===== config.mk =====
export PLATFORM = sky130hd
export DESIGN_NAME = core_sequencer
export DESIGN_NICKNAME = d
export VERILOG_FILES = /design/src/rtl/core_sequencer.sv
export SDC_FILE = /design/constraint.sdc
export NUM_CORES = 1
export LEC_CHECK = 0
export ABC_CLOCK_PERIOD_IN_PS = 6300
export BUFFER_PORTS_ARGS = -buffer_cell sky130_fd_sc_hd__clkbuf_2
export CAP_MARGIN = 30
export CORE_MARGIN = 8
export CORE_UTILIZATION = 51
export DETAILED_ROUTE_END_ITERATION = 7
export GPL_ROUTABILITY_DRIVEN = 0
export HOLD_SLACK_MARGIN = 0.1
export MAX_ROUTING_LAYER = met4
export PLACE_DENSITY = 0.68
export SYNTH_ARGS = -nofsm -noshare
export SYNTH_HDL_FRONTEND = slang
export SYNTH_SLANG_ARGS = --single-unit

===== constraint.sdc =====
create_clock -name clk -period 6.3 [get_ports clk]
set_clock_uncertainty 0.2 [all_clocks]
set_input_delay 0.63 -clock clk [delete_from_list [all_inputs] [get_ports clk]]
set_output_delay 0.63 -clock clk [all_outputs]
set_load 0.02 [all_outputs]

===== src/rtl/core_sequencer.sv =====
// Instruction sequencer for one GPU core: issues a stored opcode program for PASSES passes and
// shifts the core's accu_lsb into a result word after each pass. Optional stall via CORE_SEQ_STALL_EN.
module core_sequencer #(
  parameter int OPCODE_W   = 14,
  parameter int PROG_DEPTH = 16,
  parameter int ADDR_W     = 4,
  parameter int PASSES     = 8
) (
  input  logic                clk,
  input  logic                reset,
`ifdef CORE_SEQ_STALL_EN
  input  logic                stall,
`endif
  input  logic                prog_we,
  input  logic [ADDR_W-1:0]   prog_addr,
  input  logic [OPCODE_W-1:0] prog_data,
  input  logic [ADDR_W:0]     prog_len,
  input  logic                start,
  output logic                busy,
  output logic                done,
  output logic [PASSES-1:0]   result,
  output logic [OPCODE_W-1:0] opcode,
  output logic                execute,
  input  logic                accu_lsb
);

  // state    | meaning
  // S_IDLE   | waiting for start, program memory writable
  // S_RUN    | issuing mem[pc] with execute, one instruction per cycle
  // S_SAMPLE | pass finished, capture accu_lsb into result
  // S_DONE   | one-cycle done pulse, then back to idle
  typedef enum logic [1:0] {S_IDLE, S_RUN, S_SAMPLE, S_DONE} state_t;

  localparam int PASS_W = (PASSES > 1) ? $clog2(PASSES) : 1;
  localparam logic [PASS_W-1:0] PASS_LAST = PASS_W'(PASSES - 1);
  localparam logic [ADDR_W-1:0] PC_ONE    = ADDR_W'(1);
  localparam logic [ADDR_W:0]   LEN_ONE   = (ADDR_W + 1)'(1);

  state_t                state_q, state_d;
  logic [ADDR_W-1:0]     pc_q, pc_d, pc_inc;
  logic [PASS_W-1:0]     pass_q, pass_d;
  logic [ADDR_W:0]       len_q, len_d, len_m1;
  logic [PASSES-1:0]     result_q, result_d;
  logic [OPCODE_W-1:0]   opcode_q, opcode_d;
  logic                  exec_q, exec_d;
  logic                  hold;

  logic [OPCODE_W-1:0]   mem [PROG_DEPTH];

`ifdef CORE_SEQ_STALL_EN
  assign hold = stall && ((state_q == S_RUN) || (state_q == S_SAMPLE));
`else
  assign hold = 1'b0;
`endif

  assign pc_inc = pc_q + PC_ONE;
  assign len_m1 = len_q - LEN_ONE;

  // Program memory is deliberately left out of reset so a program survives a core reset.
  always_ff @(posedge clk) begin
    if (prog_we && (state_q == S_IDLE))
      mem[prog_addr] <= prog_data;
  end

  always_ff @(posedge clk or posedge reset) begin
    if (reset) begin
      state_q  <= S_IDLE;
      pc_q     <= '0;
      pass_q   <= '0;
      len_q    <= '0;
      result_q <= '0;
      opcode_q <= '0;
      exec_q   <= 1'b0;
    end else begin
      state_q  <= state_d;
      pc_q     <= pc_d;
      pass_q   <= pass_d;
      len_q    <= len_d;
      result_q <= result_d;
      opcode_q <= opcode_d;
      exec_q   <= exec_d;
    end
  end

  // opcode/execute are computed for the next cycle so they leave the block registered.
  always_comb begin
    state_d  = state_q;
    pc_d     = pc_q;
    pass_d   = pass_q;
    len_d    = len_q;
    result_d = result_q;
    opcode_d = opcode_q;
    exec_d   = exec_q;
    case (state_q)
      S_IDLE: begin
        opcode_d = '0;
        exec_d   = 1'b0;
        if (start && (prog_len != '0)) begin
          len_d    = prog_len;
          pc_d     = '0;
          pass_d   = '0;
          result_d = '0;
          opcode_d = mem['0];
          exec_d   = 1'b1;
          state_d  = S_RUN;
        end
      end
      S_RUN: begin
        if (!hold) begin
          if ({1'b0, pc_q} == len_m1) begin
            opcode_d = '0;
            exec_d   = 1'b0;
            state_d  = S_SAMPLE;
          end else begin
            pc_d     = pc_inc;
            opcode_d = mem[pc_inc];
            exec_d   = 1'b1;
          end
        end
      end
      S_SAMPLE: begin
        if (!hold) begin
          result_d = {result_q[PASSES-2:0], accu_lsb};
          if (pass_q == PASS_LAST) begin
            opcode_d = '0;
            exec_d   = 1'b0;
            state_d  = S_DONE;
          end else begin
            pass_d   = pass_q + PASS_W'(1);
            pc_d     = '0;
            opcode_d = mem['0];
            exec_d   = 1'b1;
            state_d  = S_RUN;
          end
        end
      end
      S_DONE: begin
        opcode_d = '0;
        exec_d   = 1'b0;
        state_d  = S_IDLE;
      end
      default: begin
        opcode_d = '0;
        exec_d   = 1'b0;
        state_d  = S_IDLE;
      end
    endcase
  end

  // A stalled instruction stays on opcode but is not strobed until the stall drops.
  assign execute = exec_q && !hold;
  assign opcode  = opcode_q;
  assign result  = result_q;
  assign busy    = (state_q != S_IDLE);
  assign done    = (state_q == S_DONE);

endmodule


### After elaboration in Yosys (flattened, before gate mapping)

Memory sizes are Yosys's and may differ from the RTL's.
Index checks and enable logic that the tools add are counted.

| storage, ports and cells | value |
|---|---|
| memory bits (read-only) | 0 |
| RAM bits | 224 |
| bits in registers | 37 |
| logic and storage cells | 55 |
| latch bits | 0 |
| output and inout bits | 25 |
| memories | 1 |
| input port bits | 28 |

Memories:

| name | depth | bits a word | rd ports | clocked after memory_dff | wr ports | RTL line | RTL |
|---|---|---|---|---|---|---|---|
| mem | 16 | 14 | 2 | 0 | 1 | 48 | `logic [OPCODE_W-1:0] mem [PROG_DEPTH];` |

| cells by class | value |
|---|---|
| reduce and logical (&&, ||, !) cells | 12 |
| multiply operators | 0 |
| add/subtract/negate cells | 3 |
| divide/modulo/power cells | 0 |
| bitwise operators | 0 |
| equality and inequality tests | 9 |
| shift operators | 0 |
| multiplexer cells | 23 |
| magnitude comparators | 0 |

Operators with widths:

| operator | count |
|---|---|
| case mux 14 bit (4 select lines) | 1 |
| two-way mux 14 bit | 3 |
| case mux 8 bit (2 select lines) | 1 |
| two-way mux 4 bit | 3 |
| case mux 4 bit (3 select lines) | 1 |
| two-way mux 8 bit | 1 |
| case mux 2 bit (4 select lines) | 1 |
| two-way mux 2 bit | 3 |
| two-way mux 3 bit | 2 |
| inequality test 2 bit (second input constant) | 3 |
| case mux 3 bit (2 select lines) | 1 |
| AND reduction 2 bit | 3 |
| == test 4 x 5 -> 1 bit | 1 |
| two-way mux 1 bit | 5 |
| nonzero test 5 bit | 1 |
| subtractor 5 x 1 -> 5 bit (second input constant) | 1 |
| adder 4 x 1 -> 4 bit (second input constant) | 1 |
| == test 2 bit (second input constant) | 2 |
| case mux 1 bit (4 select lines) | 1 |
| AND reduction 4 bit | 1 |
| nonzero test 2 bit | 2 |
| adder 3 x 1 -> 3 bit (second input constant) | 1 |
| == test 3 bit (second input constant) | 1 |
| AND reduction 3 bit | 1 |
| 5 further kinds | 6 |

### Logic depth before layout (Yosys ltp)

Gate-level depths: netlist of run 1.

| logic depth | value |
|---|---|
| depth after elaboration | 4 |
| depth in mapped cells | 9 |
| mapped depth without buffers | 7 |

### Least setup slack after synthesis of run 1

OpenSTA, ideal clock, no wires.

| path | value |
|---|---|
| path kind | reg2reg |
| start | reg state_q[1] |
| end | mem mem[0][0] (enable) |
| data arrival time | 2179 ps |
| path slack | 3518 ps |
| stages on the path, launching flop included | 6 |
| data required time | 5697 ps |
| buffers on the path | 1 |
| library setup time | 403 ps |
| period minus slack after synthesis | 2782 ps |
| cells stage by stage | dfrtp_1 -> clkbuf_1 -> nor2_1 -> nand2_1 -> or3_1 -> nor3_1 |

| on the way | value |
|---|---|
| longest elaborated chain between the ends | 4 |

Ends and longest elaborated chain:

| what | RTL line | RTL |
|---|---|---|
| start: declaration | 39 | `state_t state_q, state_d;` |
| start signal: assignment | 75 | `state_q <= state_d;` |
| logical NOT 2 bit | 61 | `if (prog_we && (state_q == S_IDLE))` |
| logical AND 1 bit | 61 |  |
| two-way mux 1 bit | 61 |  |
| two-way mux 1 bit (implied by the code) | 62 | `mem[prog_addr] <= prog_data;` |
| end: declaration | 48 |  |

Every way passes these cells.

### Worst setup path in the final report of run 1

| path | value |
|---|---|
| start | reg pc_q[0] |
| end | reg pc_q[1] |

| on the way | value |
|---|---|
| longest elaborated chain between the ends | 3 |
| elaborated cells on any way between the ends | 6 |
| classes of those cells | add/sub: 1; eq/ne: 2; mux: 2; reduce/logical: 1 |

Ends and longest elaborated chain:

| what | RTL line | RTL |
|---|---|---|
| start: declaration | 40 | `logic [ADDR_W-1:0] pc_q, pc_d, pc_inc;` |
| start signal: assignment | 76 | `pc_q <= pc_d;` |
| adder 4 x 1 -> 4 bit / == test 4 x 5 -> 1 bit (equally long branches) | 56, 110 |  |
| two-way mux 4 bit / inequality test 2 bit (equally long branches) | -- |  |
| case mux 4 bit (3 select lines) / AND reduction 4 bit (equally long branches) | -- |  |

Parallel ways exist; a longest one is shown, timed or not. The select of a mux whose other input is x is not followed.
A chain may end at the register's enable or synchronous reset.

==> results by group, run 1 <==
Timing
  • Post-route minimum period: 3.06 ns
  • Fin. Hold Viols: 0
  • Final setup TNS: 0 ns
  • Unrepaired setup endpoints after global routing: false
  • Worst Tran Pin Value: 0.935 ns
  • Setup violators final: 0
  • Final Cycle Share: 48.6%
  • Max-Slew Margin vs Limit: 37.4%
  • Max-slew violation count: 0
  • Max Fclk: 0.327 GHz
  • Worst Setup Slack, final: 3.24 ns

Synthesis
  • Yosys warns: 0
  • Synthesized instance count: 522
  • Top FF cell, synth: edfxtp_1
  • Register bit total from synthesis: 261
  • Number of synthesized flops with an enable pin: 224
  • Sequential area share after synthesis: 73.8%
  • Fraction of registers with async set/reset: 14.2%
  • Largest cells by area after synthesis: edfxtp_1 65%, dfrtp_1 8.9%, mux4_2 7.4%
  • Syn_nets: 554
  • Top-area cell type share of the netlist area: 64.9%
  • Synth Cell Area: 10400 sq um
  • Area leader, netlist: edfxtp_1
  • Avg Cell Area, Syn: 19.9 sq um
  • Distinct cells, synth: 36

Clock tree
  • Post-CTS Setup Repair Bufs: 0
  • CTS clock-pin slew for the worst setup and hold paths: 0.06 ns
  • Clk root buf: clkbuf_16
  • H-tree depth: 1
  • Post-CTS sizing: 0
  • TritonCTS Buffers: 27
  • Worst-case clock buffer depth: 3
  • CTS tree: yes
  • CTS sink cnt: 261
  • Worst skew pair latency: 0.53 ns

GRT
  • Final global-route overflow total: 0
  • Largest net degree at the start of global routing: 42
  • First-pass GRT wire length: 30.6 mm
  • Gr usage total: 16.9%
  • Initial antenna violation count: 3
  • Vias in the first global route: 5209

Pwr
  • Pwr/cell area: 287 nW/um^2
  • Maximum VDD drop: 191 uV
  • Leak: 4.17 nW
  • Total power: 0.00341 W

Final layout
  • Register area: 7650 sq um
  • Synth-to-Final Area Change: 14.5%
  • Fillers: 1428
  • Layout cells sized above 1: 28.2%
  • Layout Nets: 629
  • Multi-input logic area: 2580 sq um
  • Final core occ: 59.0%

Placed design
  • HPWL after DPL: 12.1 mm
  • Post-place setup slack: 3.00 ns
  • Port-buffer cells: 52

Worst setup path
  • Cell Chain, Critical Path: buf_4, xor2_1, o2111ai_1, nand2b_1, buf_6, mux2_1
  • Crit-path slowest cell: dfrtp_2
  • Worst path arrival time: 3.27 ns
  • Worst stage delay on the critical path: 0.72 ns
  • Worst Setup End Kind: flip-flop
  • CP required: 6.51 ns
  • Crit-path max FO: 41
  • Worst Reg-to-Reg Cells: 6
  • Critical path class: flip-flop to flip-flop
  • R2R Setup Slk: 3.24 ns
  • Critical path launch point type: flip-flop

Status
  • Status: complete, no violations

Route
  • Post-DR vias/cell: 5.61
  • WL final: 19.8 mm
  • Routed Antenna Nets: 0
  • Drt wl/cell: 22.2 um
  • Vias: 4996
  • DRT iter0 DRCs: 382
  • Drt drc: 0
  • Length of the first detailed-routing pass in iterations: 5

Floorplan
  • Die Area: 25100 sq um
  • FP Rows: 52
  • Die X: 159 um
  • Core Box Area: 20100 sq um
  • IO Count: 53
  • Starting Density: 51.6%
  • Chip Height: 159 um

Min path
  • HP Class: input port to flip-flop
  • Hold Crit Depth: 2

Run
  • Max Cap Viol: 0
==> worst paths after layout <==
check                                    start               endpoint
hold reg to reg            mem[0][9]$_DFFE_PP_    opcode[9]$_DFF_PP0_
min in group asynchronous                reset  result[1]$_DFFE_PP0P_
setup reg to reg           pc_q[0]$_DFFE_PP0P_    pc_q[1]$_DFFE_PP0P_
hold / removal                        accu_lsb  result[0]$_DFFE_PP0P_
max in group asynchronous                reset    pc_q[0]$_DFFE_PP0P_
setup / recovery           pc_q[0]$_DFFE_PP0P_    pc_q[1]$_DFFE_PP0P_
==> final cells by class <==
type | instances | area share (%)
Tap cell | 270 | 2.85
Multi-Input combinational cell | 230 | 21.8
Sequential cell | 261 | 64.5
Inverter | 6 | 0.190
Antenna cell | 3 | 0.0632
Clock inverter | 12 | 0.991
Timing Repair Buffer | 71 | 3.55
Clock buffer | 38 | 6.12
==> layout by cell type, fill, tap and decap left out, drive strengths merged, types with 2 or more instances in the layout <==
master	instances
edfxtp	224
nor2b	2
bufinv	2
inv	8
dfrtp	37
nor2	16
mux4	56
clkinv	7
xnor2	2
nor3	7
diode	3
o21ai	32
nand3	4
mux2	20
ha	4
a22o	8
nand4b	3
nand2b	8
clkbuf	90
xor2	5
buf	18
nand2	36
mux2i	18
==> critical path: cells and delay by family, from the launching register on <==
kind            cells  cell delay, ns
compound gates      1            0.16
xor+xnor            1            0.19
buf+inv             2            0.93
flops               1            0.72
mux                 1            0.33
simple gates        1            0.36
==> where the power goes <==
part,leakage [nW],internal (W),switching [W],total (W)
Combinational,1.30,0.00000798,0.0000312,0.0000392
Sequential,2.46,0.00188,0,0.00188
Clock,0.412,0.000888,0.000606,0.00149
==> Yosys cell counts (2+ instances only) <==
cell      count
o21ai_0       4
buf_4         2
mux4_2       34
nand3_1       4
nand4b_1      3
nor2b_1       2
xnor2_1       2
nand2b_1      8
nand2_1      36
nor3_1        7
ha_1          4
dfrtp_1      37
buf_2        11
a22o_1        8
o21ai_1      27
mux2i_1      18
nor2_1       16
xor2_1        4
edfxtp_1    224
buf_6         7
inv_1         6
clkbuf_1      5
mux2_2       19
mux4_1       22
==> sequential cells by signal (all words and copies together) (netlist names) <==
| name | flops |
|---|---|
| state_q | 2 |
| pass_q | 3 |
| result | 8 |
| len_q | 5 |
| execute | 1 |
| pc_q | 4 |
| opcode | 14 |
| mem | 224 |
==> per-stage QoR <==
| step | instances | instance area, sq um | hold slack (ns) |
|---|---|---|---|
| finish | 891 | 11900 | 0.143 |
| global route | 891 | 11900 | 0.140 |
| floorplan | 522 | 10400 | 0.252 |
| CTS | 887 | 11900 | 0.126 |
| detailed placement | 836 | 11000 | 0.274 |
| global placement | 835 | 11000 | 0.268 |
==> routing by layer <==
| layer | track usage [%] | routed length, um |
|---|---|---|
| met1 | 22.3 | 8570 |
| met2 | 26.7 | 9580 |
| met3 | 3.96 | 1430 |
| met4 | 3.68 | 199 |
| met5 | - | 0 |
==> cell families after synthesis <==
| logic type | share of synthesized area (%) |
|---|---|
| mux | 16.9 |
| simple gates | 3.45 |
| xor+xnor | 0.772 |
| compound gates | 2.79 |
| flops | 73.8 |
| buf+inv | 1.83 |
| fa+ha+maj | 0.483 |
==> timing repair <==
item | in CTS | in global routing
hold buffers | 1 | 0
setup endpoints to repair | 0 | 0
hold endpoints to repair | 37 | 0
Power figures use the tool's default switching activity.
==> inputs of run 2 (changes only) <==
--- a/config.mk
+++ b/config.mk
@@ -5,7 +5,7 @@
 export SDC_FILE = /design/constraint.sdc
 export NUM_CORES = 1
 export LEC_CHECK = 0
-export ABC_CLOCK_PERIOD_IN_PS = 6300
+export ABC_CLOCK_PERIOD_IN_PS = 2950
 export BUFFER_PORTS_ARGS = -buffer_cell sky130_fd_sc_hd__clkbuf_2
 export CAP_MARGIN = 30
 export CORE_MARGIN = 8
==> constraint.sdc (replaced) <==
create_clock -name clk -period 2.95 [get_ports clk]
set_clock_uncertainty 0.2 [all_clocks]
set_input_delay 0.295 -clock clk [delete_from_list [all_inputs] [get_ports clk]]
set_output_delay 0.295 -clock clk [all_outputs]
set_load 0.02 [all_outputs]
==> run 2 against run 1 <==
First-iteration DRC count increased by 24%. Count of clock-buffer cells in the layout fell by 1. Largest power group unchanged. Setup slack worse by 2.7 ns. Maximum frequency grew 27%. Combinational power increased to 2.9 times the previous value. Global-route usage grew 0.53 points. Via count is 3.9% higher. Critical endpoint is now opcode[4]$_DFF_PP0_. Die area stayed put. Cell count increased by 3.9%.
==> results by group, run 2 (synthesis gave the netlist of run 1 again) <==
Status
  • Status: complete, no violations

Floorplan
  • IO Count: 53
  • FP Rows: 52
  • Die X: 159 um
  • Starting Density: 51.6%
  • Die Area: 25100 sq um
  • Core Box Area: 20100 sq um
  • Chip Height: 159 um

Route
  • Drt drc: 0
  • Drt wl/cell: 22.4 um
  • WL final: 20.7 mm
  • Vias: 5193
  • DRT iter0 DRCs: 474
  • Post-DR vias/cell: 5.61
  • Length of the first detailed-routing pass in iterations: 5
  • Routed Antenna Nets: 0

Pwr
  • Pwr/cell area: 620 nW/um^2
  • Sequential power share: 52.4%
  • Leak: 4.42 nW
  • Switch share: 18.7%
  • Maximum VDD drop: 452 uV
  • Internal Pwr Total: 0.00622 W
  • Net Switching: 0.00143 W
  • Clock share of power: 46.1%
  • Power share of the combinational group: 1.5%

Clock tree
  • Post-CTS sizing: 0
  • Worst skew pair latency: 0.54 ns
  • H-tree depth: 1
  • Hold buffer count at CTS: 21
  • CTS tree: yes
  • Worst-case clock buffer depth: 3
  • CTS sink cnt: 261
  • CTS clock-pin slew for the worst setup and hold paths: 0.06 ns
  • Clk root buf: clkbuf_16
  • TritonCTS Buffers: 27
  • Post-CTS Setup Repair Bufs: 0

Placed design
  • Post-DP Area: 11100 sq um
  • HPWL after DPL: 12.6 mm
  • Port-buffer cells: 52
  • Post-place setup slack: 0.546 ns
  • Placed instance count: 853

Timing
  • Max-slew violation count: 0
  • Worst Tran Pin Value: 0.771 ns
  • Max Fclk: 0.414 GHz
  • Fin. Hold Viols: 0
  • Post-route minimum period: 2.42 ns
  • Hold Worst Slack: 0.152 ns
  • Unrepaired setup endpoints after global routing: false
  • Setup violators final: 0
  • Final setup TNS: 0 ns
  • Final Cycle Share: 81.9%
  • Max-Slew Margin vs Limit: 48.5%
  • Worst Setup Slack, final: 0.534 ns

Final layout
  • Post-route cell area: 12300 sq um
  • Leading cell types in the layout, fill and taps excluded: 224 x edfxtp_1, 52 x clkbuf_2, 36 x nand2_1, 36 x dfrtp_1, 34 x mux4_2
  • Layout cells sized above 1: 29.8%
  • Synth-to-Final Area Change: 18.9%
  • Number of flip-flops in the largest register: 224
  • Non-Filler Instances: 926
  • Commonest non-fill, non-tap cell in the layout: edfxtp_1
  • Top reg by flops: mem
  • Layout Nets: 666

GRT
  • Final global-route overflow total: 0
  • First-pass GRT wire length: 31.7 mm
  • Initial antenna violation count: 1
  • Vias in the first global route: 5324
  • Gr usage total: 17.5%
  • Largest net degree at the start of global routing: 61

Worst setup path
  • Worst Setup EP: opcode[4]$_DFF_PP0_
  • Crit-path slowest cell: mux4_2
  • Critical path class: flip-flop to flip-flop
  • Worst stage delay on the critical path: 0.54 ns
  • R2R Path End: opcode[4]$_DFF_PP0_
  • R2R Setup Slk: 0.53 ns
  • Worst Reg-to-Reg Cells: 7
  • Worst Setup End Kind: flip-flop
  • Cell Chain, Critical Path: ha_2, buf_12, mux4_2, mux2i_1, nand2_1, o21ai_1, o21ai_1
  • CP required: 3.17 ns
  • Worst path arrival time: 2.64 ns
  • CP startpoint: pc_q[1]$_DFFE_PP0P_
  • Critical path launch point type: flip-flop
  • CP most frequent cell: o21ai_1
  • Crit-path max FO: 32
  • Reg2Reg Launch Point: pc_q[1]$_DFFE_PP0P_

Min path
  • HP Class: input port to asynchronous set/reset pin

Run
  • Max Cap Viol: 0
## run 2: cell types whose count changed in the layout (fill, tap and decap cells not counted), sizes merged
cell | before | now
diode | 3 | 1
buf | 18 | 35
bufinv | 2 | 3
clkbuf | 90 | 89
dlygate4sd3 | 1 | 21
## run 2: stage by stage
stage          utilization (%)  power, W
2_1_floorplan                -   0.00410
3_3_place_gp              55.4   0.00416
3_5_place_dp              55.4   0.00417
4_1_cts                   61.2   0.00770
5_1_grt                   61.3   0.00786
6_report                  61.3   0.00765
## run 2: how the worst min path moves through the flow
stage,start,to,slack [ns],cells past startpoint
after floorplan,prog_data[0],mem[0][0]$_DFFE_PP_,0.19,0
after global placement,pass_q[0]$_DFFE_PP0P_,pass_q[0]$_DFFE_PP0P_,0.27,1
after detailed placement,mem[0][9]$_DFFE_PP_,opcode[9]$_DFF_PP0_,0.28,2
after CTS,prog_addr[3],mem[13][8]$_DFFE_PP_,0.16,3
after global routing,reset,result[1]$_DFFE_PP0P_,0.17,4
final,reset,result[0]$_DFFE_PP0P_,0.15,4
## run 2: layer usage
layer / up-vias / share of wire, % / track usage, %
li1: 2335 / - / -
met1: 2680 / 43 / 23.1
met2: 155 / 49 / 27.6
met3: 23 / 6.7 / 3.91
met4: 0 / 1.3 / 3.82
met5: - / 0 / -
## run 2: layout make-up
cell class              instances  area [sq um]
clock inverters                13           145
multi-input cells             230          2560
diodes                          1          2.50
fillers                      1403          7780
clock buffers                  37           806
repair buffers                108           803
well taps                     270           338
flip-flops and latches        261          7650
inverters                       6          22.5
## run 2: worst max-delay path, delay by kind of cell (launching register included)
| kind | cells | cell delay, ns |
|---|---|---|
| compound gates | 2 | 0.17 |
| fa+ha+maj | 1 | 0.49 |
| buf+inv | 1 | 0.27 |
| flops | 1 | 0.42 |
| mux | 2 | 0.68 |
| simple gates | 1 | 0.07 |
## run 2: power groups by stage
stage | clock, W | sequential (W) | combinational (W)
2_1_floorplan | 0 | 0.00409 | 0.0000129
3_3_place_gp | 0 | 0.00408 | 0.0000781
3_5_place_dp | 0 | 0.00408 | 0.0000848
4_1_cts | 0.00359 | 0.00401 | 0.000107
5_1_grt | 0.00374 | 0.00400 | 0.000123
6_report | 0.00353 | 0.00401 | 0.000113
